File: src/rtl/s298_bist_ctrl.sv
// -----------------------------------------------------------------------------
// s298_bist_ctrl
//
// Built-in self-test sequencer for one camouflaged s298 core instance. A run
// does four things in order:
//   1. Holds the core in reset.
//   2. Applies pseudo-random patterns from a Galois LFSR to the core inputs.
//   3. Compacts the six core outputs into a Galois MISR.
//   4. Reports the final signature and whether it matches a golden value.
//
// Optional feature macro: S298_BIST_ABORT_EN
//   When it is defined, an extra input port `abort` is added. It ends a run in
//   progress and returns the block to IDLE.
//
// Ports
//   CK            in   clock, rising edge
//   RN            in   synchronous active-low reset
//   start         in   begin a run (accepted in IDLE or DONE only)
//   seed          in   LFSR start value, captured on accepted start
//   num_patterns  in   number of patterns to apply, captured on accepted start
//   golden        in   expected signature, captured on accepted start
//   abort         in   (S298_BIST_ABORT_EN only) abandon the current run
//   core_rst_n    out  drives the core's RN
//   core_in       out  {G2,G1,G0} to the core
//   core_out      in   {G133,G132,G118,G117,G67,G66} from the core
//   busy          out  run in progress
//   done          out  run complete, sticky until the next accepted start
//   pass          out  signature matched golden, valid while done=1
//   signature     out  final MISR value, valid while done=1
//
// Timing
//   Every output is registered. A start sampled at edge 0 raises busy at that
//   same edge. Done and the result are published one edge after the state
//   enters DONE, at edge 1+RST_CYCLES+num_patterns+DRAIN_CYCLES. At that edge
//   busy falls and done rises together, so the two never overlap or gap.
// -----------------------------------------------------------------------------
module s298_bist_ctrl #(
  parameter int unsigned       LFSR_W       = 16,
  parameter int unsigned       MISR_W       = 16,
  parameter int unsigned       CNT_W        = 16,
  parameter logic [LFSR_W-1:0] LFSR_POLY    = LFSR_W'(16'hB400),
  parameter logic [MISR_W-1:0] MISR_POLY    = MISR_W'(16'hB400),
  parameter int unsigned       RST_CYCLES   = 2,
  parameter int unsigned       DRAIN_CYCLES = 1
) (
  input  logic              CK,
  input  logic              RN,
  input  logic              start,
  input  logic [LFSR_W-1:0] seed,
  input  logic [CNT_W-1:0]  num_patterns,
  input  logic [MISR_W-1:0] golden,
`ifdef S298_BIST_ABORT_EN
  input  logic              abort,
`endif
  output logic              core_rst_n,
  output logic [2:0]        core_in,
  input  logic [5:0]        core_out,
  output logic              busy,
  output logic              done,
  output logic              pass,
  output logic [MISR_W-1:0] signature
);

  typedef enum logic [2:0] {
    S_IDLE,
    S_RST,
    S_RUN,
    S_DRAIN,
    S_DONE
  } state_t;

  // Terminal counts for the phase counter. The counter is shared by RST, RUN
  // and DRAIN and restarts from zero at each phase change.
  localparam logic [CNT_W-1:0] RST_LAST   = CNT_W'(RST_CYCLES - 1);
  localparam logic [CNT_W-1:0] DRAIN_LAST =
      CNT_W'((DRAIN_CYCLES == 0) ? 0 : DRAIN_CYCLES - 1);
  localparam logic [CNT_W-1:0] CNT_ONE    = CNT_W'(1);

  state_t              state_q;
  logic [LFSR_W-1:0]   lfsr_q;
  logic [MISR_W-1:0]   misr_q;
  logic [CNT_W-1:0]    cnt_q;
  logic [CNT_W-1:0]    npat_q;
  logic [MISR_W-1:0]   golden_q;
  logic                busy_q;
  logic                done_q;
  logic                pass_q;
  logic [MISR_W-1:0]   sig_q;
  logic                core_rst_n_q;
  logic [2:0]          core_in_q;

  logic [LFSR_W-1:0]   lfsr_d;
  logic [MISR_W-1:0]   misr_d;
  logic [CNT_W-1:0]    npat_last;

  // One Galois step of each shift register.
  assign lfsr_d = (lfsr_q >> 1) ^ (lfsr_q[0] ? LFSR_POLY : '0);
  assign misr_d = ((misr_q >> 1) ^ (misr_q[0] ? MISR_POLY : '0)) ^ MISR_W'(core_out);

  // RUN is only entered with npat_q != 0, so this never underflows while it
  // is in use. Comparing against N-1 lets N = 2^CNT_W-1 run to completion
  // without the counter wrapping.
  assign npat_last = npat_q - CNT_ONE;

  always_ff @(posedge CK) begin
    if (!RN) begin
      state_q      <= S_IDLE;
      lfsr_q       <= '0;
      misr_q       <= '0;
      cnt_q        <= '0;
      npat_q       <= '0;
      golden_q     <= '0;
      busy_q       <= 1'b0;
      done_q       <= 1'b0;
      pass_q       <= 1'b0;
      sig_q        <= '0;
      core_rst_n_q <= 1'b0;
      core_in_q    <= 3'b000;
    end else begin
      case (state_q)
        S_IDLE, S_DONE: begin
          // Publish the result one edge after entering DONE. The MISR is
          // frozen in DONE, so repeating this every cycle is harmless.
          if (state_q == S_DONE) begin
            done_q <= 1'b1;
            busy_q <= 1'b0;
            sig_q  <= misr_q;
            pass_q <= (misr_q == golden_q);
          end
          if (start) begin
            // An all-zero seed would lock the LFSR at zero, so it is
            // replaced with 1.
            lfsr_q       <= (seed == '0) ? LFSR_W'(1) : seed;
            npat_q       <= num_patterns;
            golden_q     <= golden;
            misr_q       <= '0;
            cnt_q        <= '0;
            done_q       <= 1'b0;
            pass_q       <= 1'b0;
            busy_q       <= 1'b1;
            core_rst_n_q <= 1'b0;
            core_in_q    <= 3'b000;
            state_q      <= S_RST;
          end
        end

        S_RST: begin
          if (cnt_q == RST_LAST) begin
            cnt_q <= '0;
            if (npat_q != '0) begin
              // The first pattern is the seed itself.
              core_rst_n_q <= 1'b1;
              core_in_q    <= lfsr_q[2:0];
              state_q      <= S_RUN;
            end else begin
              // No patterns: the MISR is still zero from start.
              state_q <= S_DONE;
            end
          end else begin
            cnt_q <= cnt_q + CNT_ONE;
          end
        end

        S_RUN: begin
          misr_q <= misr_d;
          lfsr_q <= lfsr_d;
          if (cnt_q == npat_last) begin
            cnt_q     <= '0;
            core_in_q <= 3'b000;
            if (DRAIN_CYCLES == 0) begin
              core_rst_n_q <= 1'b0;
              state_q      <= S_DONE;
            end else begin
              state_q <= S_DRAIN;
            end
          end else begin
            cnt_q     <= cnt_q + CNT_ONE;
            core_in_q <= lfsr_d[2:0];
          end
        end

        S_DRAIN: begin
          misr_q <= misr_d;
          if (cnt_q == DRAIN_LAST) begin
            cnt_q        <= '0;
            core_rst_n_q <= 1'b0;
            state_q      <= S_DONE;
          end else begin
            cnt_q <= cnt_q + CNT_ONE;
          end
        end

        default: begin
          state_q <= S_IDLE;
        end
      endcase

`ifdef S298_BIST_ABORT_EN
      // Abort overrides every transition above while a run is in progress.
      if (abort && (state_q == S_RST || state_q == S_RUN || state_q == S_DRAIN)) begin
        state_q      <= S_IDLE;
        busy_q       <= 1'b0;
        done_q       <= 1'b0;
        cnt_q        <= '0;
        core_rst_n_q <= 1'b0;
        core_in_q    <= 3'b000;
      end
`endif
    end
  end

  assign core_rst_n = core_rst_n_q;
  assign core_in    = core_in_q;
  assign busy       = busy_q;
  assign done       = done_q;
  assign pass       = pass_q;
  assign signature  = sig_q;

endmodule

File: config.mk
export PLATFORM = sky130hd
export DESIGN_NAME = s298_bist_ctrl
export DESIGN_NICKNAME = d
export VERILOG_FILES = /design/src/rtl/s298_bist_ctrl.sv
export SDC_FILE = /design/constraint.sdc
export NUM_CORES = 1
export LEC_CHECK = 0
export CAP_MARGIN = 20
export CORE_ASPECT_RATIO = 2
export CORE_MARGIN = 2
export CORE_UTILIZATION = 40
export DETAILED_ROUTE_END_ITERATION = 10
export GPL_TIMING_DRIVEN = 0
export MAX_ROUTING_LAYER = met4
export PLACE_DENSITY_LB_ADDON = 0.05
export SLEW_MARGIN = 0
export SYNTH_ARGS = -nofsm -noshare
export SYNTH_HDL_FRONTEND = slang
export SYNTH_SLANG_ARGS = --single-unit
export TNS_END_PERCENT = 5
File: constraint.sdc
create_clock -name CK -period 6.9 [get_ports CK]
set_clock_uncertainty 0.2 [all_clocks]
set_input_delay 1.035 -clock CK [delete_from_list [all_inputs] [get_ports CK]]
set_output_delay 1.035 -clock CK [all_outputs]
set_load 0.1 [all_outputs]
==> results of run 1 <==
placed cells by master, fill, tap and decap left out, drive strengths merged, types with 2 or more instances in the layout:
master | netlist | routed
a221oi | 2 | 2
a21oi | 8 | 8
clkbuf | 36 | 46
o31ai | 2 | 2
nor3 | 8 | 8
clkdlybuf4s50 | 0 | 79
o311a | 3 | 3
buf | 10 | 10
nand4 | 7 | 7
and2 | 10 | 10
ha | 4 | 4
nor2b | 5 | 5
a21boi | 80 | 80
a22oi | 12 | 12
nand2 | 148 | 148
nor2 | 29 | 29
o21ai | 20 | 20
a41oi | 5 | 5
nor3b | 4 | 4
and3 | 5 | 5
o2111ai | 2 | 2
xor2 | 22 | 22
mux2i | 6 | 6
or2 | 2 | 2
xnor2 | 27 | 27
inv | 8 | 11
nand2b | 2 | 2
o32ai | 2 | 2
a31oi | 2 | 2
nand3 | 23 | 23
a211oi | 5 | 5
o22ai | 2 | 2
or3 | 2 | 2
and4 | 3 | 3
clkinv | 0 | 2
dfxtp | 106 | 106
a21o | 7 | 7
nor4 | 15 | 15
path summary, 6_finish.rpt:
kind | start | endpoint | slack (ns) | cells after the start
worst max-delay path | npat_q[0] | cnt_q[2] | 3.47 | 11
worst min-delay path | signature[7] | signature[7] | 0.27 | 2
worst max register to register | npat_q[0] | cnt_q[2] | 3.47 | 11
worst min register to register | signature[7] | signature[7] | 0.27 | 2
per-stage QoR:
stage	instances	cell area, µm²	utilization (%)
after detailed placement	879	6310	48.6
after global routing	895	6630	51.0
after floorplan	648	5330	-
after global placement	879	6310	48.6
final	895	6630	51.0
after CTS	895	6630	51.0
power groups by stage:
stage / combinational, W / clock, W / sequential, W
global route: 0.000927 / 0.000587 / 0.000789
finish: 0.000835 / 0.000545 / 0.000777
floorplan: 0.000554 / 0 / 0.000816
detailed placement: 0.000835 / 0 / 0.000792
global placement: 0.000823 / 0 / 0.000789
CTS: 0.000839 / 0.000562 / 0.000778
critical path: stages (launching register included):
cell	delay, ns
sky130_fd_sc_hd__dfxtp_1	0.36
sky130_fd_sc_hd__inv_1	0.07
sky130_fd_sc_hd__ha_1	0.23
sky130_fd_sc_hd__or4b_1	0.45
sky130_fd_sc_hd__buf_2	0.20
sky130_fd_sc_hd__a2111oi_0	0.42
sky130_fd_sc_hd__or3b_1	0.21
sky130_fd_sc_hd__a211oi_2	0.08
sky130_fd_sc_hd__o2111a_2	0.18
sky130_fd_sc_hd__nor3_1	0.51
sky130_fd_sc_hd__o31ai_1	0.24
sky130_fd_sc_hd__o32ai_1	0.18
routing by layer:
metal  GRT usage, %  vias to the layer above  share of wire (%)
met1           21.8                     2300                 36
met4           10.4                        0                3.3
met3           2.91                       33                2.2
met2           45.2                      107                 59
met5              -                        -                  0
li1               -                     2441                  -
registers in the layout, indices dropped and copies added, names as in the netlist:
| signal | flops |
|---|---|
| busy | 1 |
| cnt_q | 16 |
| core_in | 3 |
| core_rst_n | 1 |
| done | 1 |
| golden_q | 16 |
| lfsr_q | 16 |
| misr_q | 16 |
| npat_q | 16 |
| pass | 1 |
| signature | 16 |
| state_q | 3 |
layout make-up:
class | count | area [µm²] | share of cell area [%]
Buffer | 46 | 194 | 2.92
Multi-Input combinational cell | 488 | 2990 | 45.0
Sequential cell | 106 | 2120 | 32.0
Timing Repair Buffer | 79 | 791 | 11.9
Inverter | 8 | 30.0 | 0.453
Tap cell | 152 | 190 | 2.87
Clock buffer | 10 | 239 | 3.60
Clock inverter | 6 | 81.3 | 1.23
cells by family after synthesis:
logic type,Yosys count
fa+ha+maj,4
compound gates,161
xor+xnor,49
flops,106
simple gates,268
buf+inv,54
mux,6
==> impl_metrics.prom, run 1 <==
# TYPE chip_impl_metric gauge
chip_impl_metric{name="p_total",unit="W"} 0.00216
chip_impl_metric{name="final_nets",unit=""} 799
chip_impl_metric{name="antennaDiodeCount",unit=""} 0
chip_impl_metric{name="maximum_vdd_drop",unit="mV"} 0.197
chip_impl_info{name="cts.root.buffer_cell",value="sky130_fd_sc_hd__clkbuf_16"} 1
chip_impl_metric{name="layout.filler_cells",unit=""} 1290
chip_impl_metric{name="p_leak",unit="nW"} 2.40
chip_impl_metric{name="postSynthRegisterBits",unit=""} 106
chip_impl_info{name="timing.setup.critical_path_class",value="flip-flop to flip-flop"} 1
chip_impl_metric{name="syn-num-nets",unit=""} 709
chip_impl_metric{name="hold_buffers",unit=""} 0
chip_impl_metric{name="worstPathRequired",unit="ns"} 6.94
chip_impl_info{name="synth_flop_cell",value="sky130_fd_sc_hd__dfxtp_1"} 1
chip_impl_metric{name="number_of_clock_buffers_inserted_by_tritoncts",unit=""} 9
chip_impl_metric{name="area_growth",unit="%"} 24.4
chip_impl_metric{name="number_of_maximum_capacitance_constraint_violations",unit=""} 0
chip_impl_metric{name="core-area",unit="µm²"} 13000
chip_impl_metric{name="wl_per_cell",unit="µm"} 17.3
chip_impl_metric{name="placement.io_buffers",unit=""} 79
chip_impl_metric{name="p_sw_share",unit="%"} 39.7
chip_impl_metric{name="detail_route.drc_violations",unit=""} 0
chip_impl_metric{name="finalCritPeriodShare",unit="%"} 49.7
chip_impl_info{name="start_kind",value="flip-flop"} 1
chip_impl_metric{name="report.final.setup_viol",unit=""} 0
chip_impl_metric{name="place_congestion",unit=""} 0.860
chip_impl_metric{name="cts_max_path_buffers",unit=""} 2
chip_impl_info{name="synth.most_common_cell",value="sky130_fd_sc_hd__nand2_1"} 1
chip_impl_metric{name="post_route_cells_drive_above_1_share",unit="%"} 4.85
chip_impl_metric{name="synth.distinct_cells",unit=""} 58
chip_impl_metric{name="synth_top_area_share",unit="%"} 39.8
chip_impl_metric{name="totalWireLength",unit="mm"} 15.5
chip_impl_metric{name="post-cts-setup-buffers",unit=""} 0
chip_impl_metric{name="synth_xor_area_share",unit="%"} 8.05
chip_impl_metric{name="timing.final.max_slew_violations",unit=""} 0
chip_impl_metric{name="initial_core_util",unit="%"} 41.0
chip_impl_metric{name="h-tree-depth",unit=""} 3
chip_impl_info{name="holdCritPathClass",value="flip-flop to flip-flop"} 1
chip_impl_metric{name="path_clk_slew",unit="ns"} 0.07
chip_impl_metric{name="combPwrFrac",unit="%"} 38.7
chip_impl_metric{name="p_seq_share",unit="%"} 36.0
chip_impl_metric{name="drt-initial-drc-count",unit=""} 207
chip_impl_metric{name="number_of_standard_cell_rows_in_the_floorplan",unit=""} 59
chip_impl_metric{name="p_per_area",unit="nW/µm²"} 325
chip_impl_metric{name="synth-seq-area-share",unit="%"} 39.8
chip_impl_metric{name="arrival",unit="ns"} 3.47
chip_impl_metric{name="largest_net_degree_at_the_start_of_global_routing",unit=""} 20
chip_impl_metric{name="antenna_found_initial",unit=""} 0
chip_impl_info{name="synth_top_family_by_area",value="simple AND/OR/NAND/NOR gates"} 1
chip_impl_metric{name="grt_pass1_vias",unit=""} 5079
chip_impl_info{name="tritoncts",value="built"} 1
chip_impl_metric{name="x_dimension_of_the_die",unit="µm"} 85.6
chip_impl_metric{name="synth_enable_flop_cells",unit=""} 0
chip_impl_metric{name="die_area",unit="µm²"} 14300
chip_impl_metric{name="cts.repair.resized",unit=""} 0
chip_impl_metric{name="detailroute.via_count",unit=""} 4881
chip_impl_metric{name="grt_overflow",unit=""} 0
chip_impl_metric{name="per_instance_average_area_after_synthesis",unit="µm²"} 8.23
chip_impl_metric{name="power.net_switching",unit="W"} 0.000857
chip_impl_metric{name="min_period",unit="ns"} 3.43
chip_impl_info{name="unrepaired_setup_endpoints_after_global_routing",value="no"} 1
chip_impl_metric{name="final_antenna_net_count",unit=""} 0
chip_impl_metric{name="final.hold.worst_slack",unit="ns"} 0.266
chip_impl_info{name="critPathCaptureType",value="flip-flop"} 1
chip_impl_metric{name="critPathMaxFanout",unit=""} 6
chip_impl_metric{name="synth_adder_area_share",unit="%"} 0.939
chip_impl_metric{name="highest_clock_frequency_the_design_can_meet",unit="GHz"} 0.292
chip_impl_metric{name="groute.usage.overall",unit="%"} 23.2
chip_impl_metric{name="synth_compound_gate_area_share",unit="%"} 22.5
chip_impl_info{name="synthTopCellsByArea",value="sky130_fd_sc_hd__dfxtp_1 40%, sky130_fd_sc_hd__a21boi_0 11%, sky130_fd_sc_hd__nand2_1 10%, sky130_fd_sc_hd__xnor2_1 4.4%, sky130_fd_sc_hd__xor2_1 3.6%"} 1
chip_impl_metric{name="yosysWarnings",unit=""} 0
chip_impl_metric{name="report.final.hold_viol_count",unit=""} 0
chip_impl_metric{name="detailed_place_hpwl",unit="mm"} 12.2
chip_impl_metric{name="cts.sink_count",unit=""} 106
chip_impl_info{name="outcome",value="finished, final reports clean"} 1
chip_impl_metric{name="routed_via_count_divided_by_cell_count",unit=""} 5.45
chip_impl_metric{name="p_int",unit="W"} 0.00130
chip_impl_metric{name="postSynth.asyncResetShare",unit="%"} 0
chip_impl_metric{name="worst_slew_pin_slew",unit="ns"} 0.989
chip_impl_info{name="synth_top_cell_by_area",value="sky130_fd_sc_hd__dfxtp_1"} 1
chip_impl_metric{name="clock_latency",unit="ns"} 0.35
chip_impl_metric{name="grt_first_pass_wirelength",unit="mm"} 25.2
chip_impl_metric{name="worst_setup_slack_after_layout",unit="ns"} 3.47
chip_impl_metric{name="clockPowerShare",unit="%"} 25.3
chip_impl_metric{name="synthCells",unit=""} 648
chip_impl_info{name="ys_top_cells_by_count",value="148 x sky130_fd_sc_hd__nand2_1, 106 x sky130_fd_sc_hd__dfxtp_1, 80 x sky130_fd_sc_hd__a21boi_0"} 1
chip_impl_metric{name="drt_first_pass_iters",unit=""} 4
chip_impl_metric{name="pre_cts_slack",unit="ns"} 3.15
chip_impl_metric{name="synth-simple-area-share",unit="%"} 23.4
chip_impl_metric{name="synth.mux.area_fraction",unit="%"} 1.13
chip_impl_metric{name="boundaryPins",unit=""} 80
chip_impl_metric{name="chipHeight",unit="µm"} 167
chip_impl_metric{name="post_synthesis_instance_area",unit="µm²"} 5330
chip_impl_metric{name="max_slew_margin",unit="%"} 33.8
chip_impl_metric{name="fin_setup_tns",unit="ns"} 0
Note: power is estimated with default switching activity, not from simulation.
==> run 2, diff against run 1 <==
==> constraint.sdc (replaced) <==
create_clock -name CK -period 3.3 [get_ports CK]
set_clock_uncertainty 0.2 [all_clocks]
set_input_delay 0.495 -clock CK [delete_from_list [all_inputs] [get_ports CK]]
set_output_delay 0.495 -clock CK [all_outputs]
set_load 0.1 [all_outputs]
==> run 2 against run 1 <==
- first-iteration DRC count increased by 0.97%
- global-route usage about the same
- die area is the same
- clock power up 110%
- clock-buffer cell count stayed put
- sequential power is 110% higher
- sequential share of layout area down 0.31 points
- register-to-register slack worse by 3.4 ns
- wire length is 1.2% higher
- cell count is 0.22% higher
- largest power group unchanged
==> impl_metrics.prom, run 2 (synthesis gave the netlist of run 1 again) <==
# TYPE chip_impl_metric gauge
chip_impl_metric{name="largest_net_degree_at_the_start_of_global_routing",unit=""} 20
chip_impl_metric{name="clock_latency",unit="ns"} 0.35
chip_impl_metric{name="die_area",unit="µm²"} 14300
chip_impl_metric{name="area_growth",unit="%"} 25.7
chip_impl_metric{name="drt_first_pass_iters",unit=""} 4
chip_impl_info{name="outcome",value="finished, final reports clean"} 1
chip_impl_metric{name="max_stage_delay",unit="ns"} 0.44
chip_impl_metric{name="grt_pass1_vias",unit=""} 5085
chip_impl_metric{name="number_of_maximum_capacitance_constraint_violations",unit=""} 0
chip_impl_metric{name="boundaryPins",unit=""} 80
chip_impl_metric{name="p_sw_share",unit="%"} 39.7
chip_impl_metric{name="detail_route.drc_violations",unit=""} 0
chip_impl_metric{name="core-area",unit="µm²"} 13000
chip_impl_metric{name="cts.sink_count",unit=""} 106
chip_impl_metric{name="max_slew_margin",unit="%"} 33.8
chip_impl_info{name="tritoncts",value="built"} 1
chip_impl_info{name="layout_commonest_cell",value="sky130_fd_sc_hd__nand2_1"} 1
chip_impl_metric{name="report.final.setup_viol",unit=""} 0
chip_impl_metric{name="worstPathRequired",unit="ns"} 3.35
chip_impl_metric{name="grt_first_pass_wirelength",unit="mm"} 25.3
chip_impl_metric{name="p_per_area",unit="nW/µm²"} 684
chip_impl_metric{name="wl_per_cell",unit="µm"} 17.4
chip_impl_info{name="critical_path.slowest_cell",value="sky130_fd_sc_hd__or4b_1"} 1
chip_impl_metric{name="groute.usage.overall",unit="%"} 23.3
chip_impl_info{name="crit_path_cell_trace",value="inv_2 > ha_4 > or4b_1 > buf_4 > o21ai_2 > or3b_1 > a211oi_2 > o2111a_2 > a2bb2oi_4 > buf_6 > o21ai_1 > a21o_1"} 1
chip_impl_info{name="cts.root.buffer_cell",value="sky130_fd_sc_hd__clkbuf_16"} 1
chip_impl_metric{name="antenna_found_initial",unit=""} 0
chip_impl_metric{name="x_dimension_of_the_die",unit="µm"} 85.6
chip_impl_metric{name="post_route_cells_drive_above_1_share",unit="%"} 6.04
chip_impl_metric{name="antennaDiodeCount",unit=""} 0
chip_impl_info{name="critPathCaptureType",value="flip-flop"} 1
chip_impl_metric{name="clockPowerShare",unit="%"} 24.9
chip_impl_metric{name="maximum_vdd_drop",unit="mV"} 0.424
chip_impl_metric{name="arrival",unit="ns"} 3.33
chip_impl_metric{name="h-tree-depth",unit=""} 3
chip_impl_metric{name="detailed_place_hpwl",unit="mm"} 12.2
chip_impl_metric{name="final_antenna_net_count",unit=""} 0
chip_impl_metric{name="p_seq_share",unit="%"} 35.6
chip_impl_metric{name="critPathMaxFanout",unit=""} 6
chip_impl_metric{name="p_leak",unit="nW"} 2.42
chip_impl_metric{name="report.final.hold_viol_count",unit=""} 0
chip_impl_metric{name="layout.cells.non_filler",unit=""} 897
chip_impl_metric{name="drt-initial-drc-count",unit=""} 209
chip_impl_metric{name="worst_slew_pin_slew",unit="ns"} 0.989
chip_impl_metric{name="number_of_clock_buffers_inserted_by_tritoncts",unit=""} 9
chip_impl_metric{name="chipHeight",unit="µm"} 167
chip_impl_metric{name="grt_overflow",unit=""} 0
chip_impl_metric{name="crit_buf_inv",unit=""} 3
chip_impl_metric{name="p_int",unit="W"} 0.00276
chip_impl_info{name="critical_path.top_delay_family",value="compound AO/OA/AOI/OAI gates"} 1
chip_impl_metric{name="dp.cells",unit=""} 879
chip_impl_info{name="timing.setup.critical_path_class",value="flip-flop to flip-flop"} 1
chip_impl_metric{name="cts_max_path_buffers",unit=""} 2
chip_impl_metric{name="routed_via_count_divided_by_cell_count",unit=""} 5.48
chip_impl_metric{name="place_congestion",unit=""} 0.860
chip_impl_metric{name="highest_clock_frequency_the_design_can_meet",unit="GHz"} 0.305
chip_impl_metric{name="final_nets",unit=""} 801
chip_impl_metric{name="pre_cts_slack",unit="ns"} -0.131
chip_impl_metric{name="power.net_switching",unit="W"} 0.00182
chip_impl_metric{name="path_clk_slew",unit="ns"} 0.07
chip_impl_metric{name="min_period",unit="ns"} 3.28
chip_impl_metric{name="placement.io_buffers",unit=""} 79
chip_impl_metric{name="fin_setup_tns",unit="ns"} 0
chip_impl_metric{name="initial_core_util",unit="%"} 41.0
chip_impl_info{name="holdCritPathClass",value="flip-flop to flip-flop"} 1
chip_impl_info{name="layout_common_cells",value="148 x sky130_fd_sc_hd__nand2_1, 105 x sky130_fd_sc_hd__dfxtp_1, 80 x sky130_fd_sc_hd__a21boi_0"} 1
chip_impl_metric{name="totalWireLength",unit="mm"} 15.6
chip_impl_metric{name="worst_setup_slack_after_layout",unit="ns"} 0.0240
chip_impl_metric{name="fin_util",unit="%"} 51.6
chip_impl_info{name="unrepaired_setup_endpoints_after_global_routing",value="yes"} 1
chip_impl_metric{name="finalCritPeriodShare",unit="%"} 99.3
chip_impl_metric{name="number_of_standard_cell_rows_in_the_floorplan",unit=""} 59
chip_impl_info{name="start_kind",value="flip-flop"} 1
chip_impl_metric{name="combPwrFrac",unit="%"} 39.5
chip_impl_metric{name="detailroute.via_count",unit=""} 4914
chip_impl_metric{name="timing.final.max_slew_violations",unit=""} 0
run 2: final timing paths:
kind                       end  slack [ns]          from  depth (start not counted)
hold reg to reg   signature[7]        0.27  signature[7]                          2
hold / removal    signature[7]        0.27  signature[7]                          2
setup reg to reg     cnt_q[12]        0.02     npat_q[0]                         12
setup / recovery     cnt_q[12]        0.02     npat_q[0]                         12
run 2: worst register-to-register path: cells and delay by family, from the launching register on:
family | cells | cell delay [ns]
AO/OA/AOI/OAI | 6 | 1.24
AND/OR/NAND/NOR | 2 | 0.82
buffers and inverters | 3 | 0.44
flip-flops | 1 | 0.35
adder cells (fa/ha/maj) | 1 | 0.15
run 2: per-stage QoR:
stage | hold slack (ns) | power (W) | instance area (µm²)
2_1_floorplan | 0.243 | 0.00286 | 5330
3_3_place_gp | 0.254 | 0.00337 | 6310
3_5_place_dp | 0.259 | 0.00340 | 6310
4_1_cts | 0.270 | 0.00457 | 6650
5_1_grt | 0.292 | 0.00489 | 6700
6_report | 0.266 | 0.00458 | 6700
run 2: area by class of cell:
| cell class | count | area (µm²) |
|---|---|---|
| clock inverters | 6 | 81.3 |
| fillers | 1289 | 6290 |
| clock buffers | 10 | 239 |
| multi-input cells | 488 | 3020 |
| well taps | 152 | 190 |
| flip-flops and latches | 106 | 2120 |
| plain buffers | 46 | 200 |
| inverters | 8 | 30.0 |
| repair buffers | 81 | 813 |
run 2: layer usage:
metal	track usage, %	up-vias	wire length [µm]
li1	-	2440	-
met1	21.8	2320	5440
met2	45.4	119	9170
met3	2.91	35	499
met4	10.0	0	525
met5	-	-	0
run 2: timing repair:
item,in CTS,in global routing
buffers inserted,0,1
gates resized for setup,5,11
endpoints found under the setup margin,15,18
gates cloned,0,1
hold buffers,0,0
pin swaps,1,1
run 2: power by group through the flow:
stage,registers (W),logic (W),clock network [W]
floorplan,0.00171,0.00116,0
global placement,0.00165,0.00172,0
detailed placement,0.00166,0.00175,0
CTS,0.00163,0.00177,0.00117
global route,0.00165,0.00201,0.00123
finish,0.00163,0.00181,0.00114
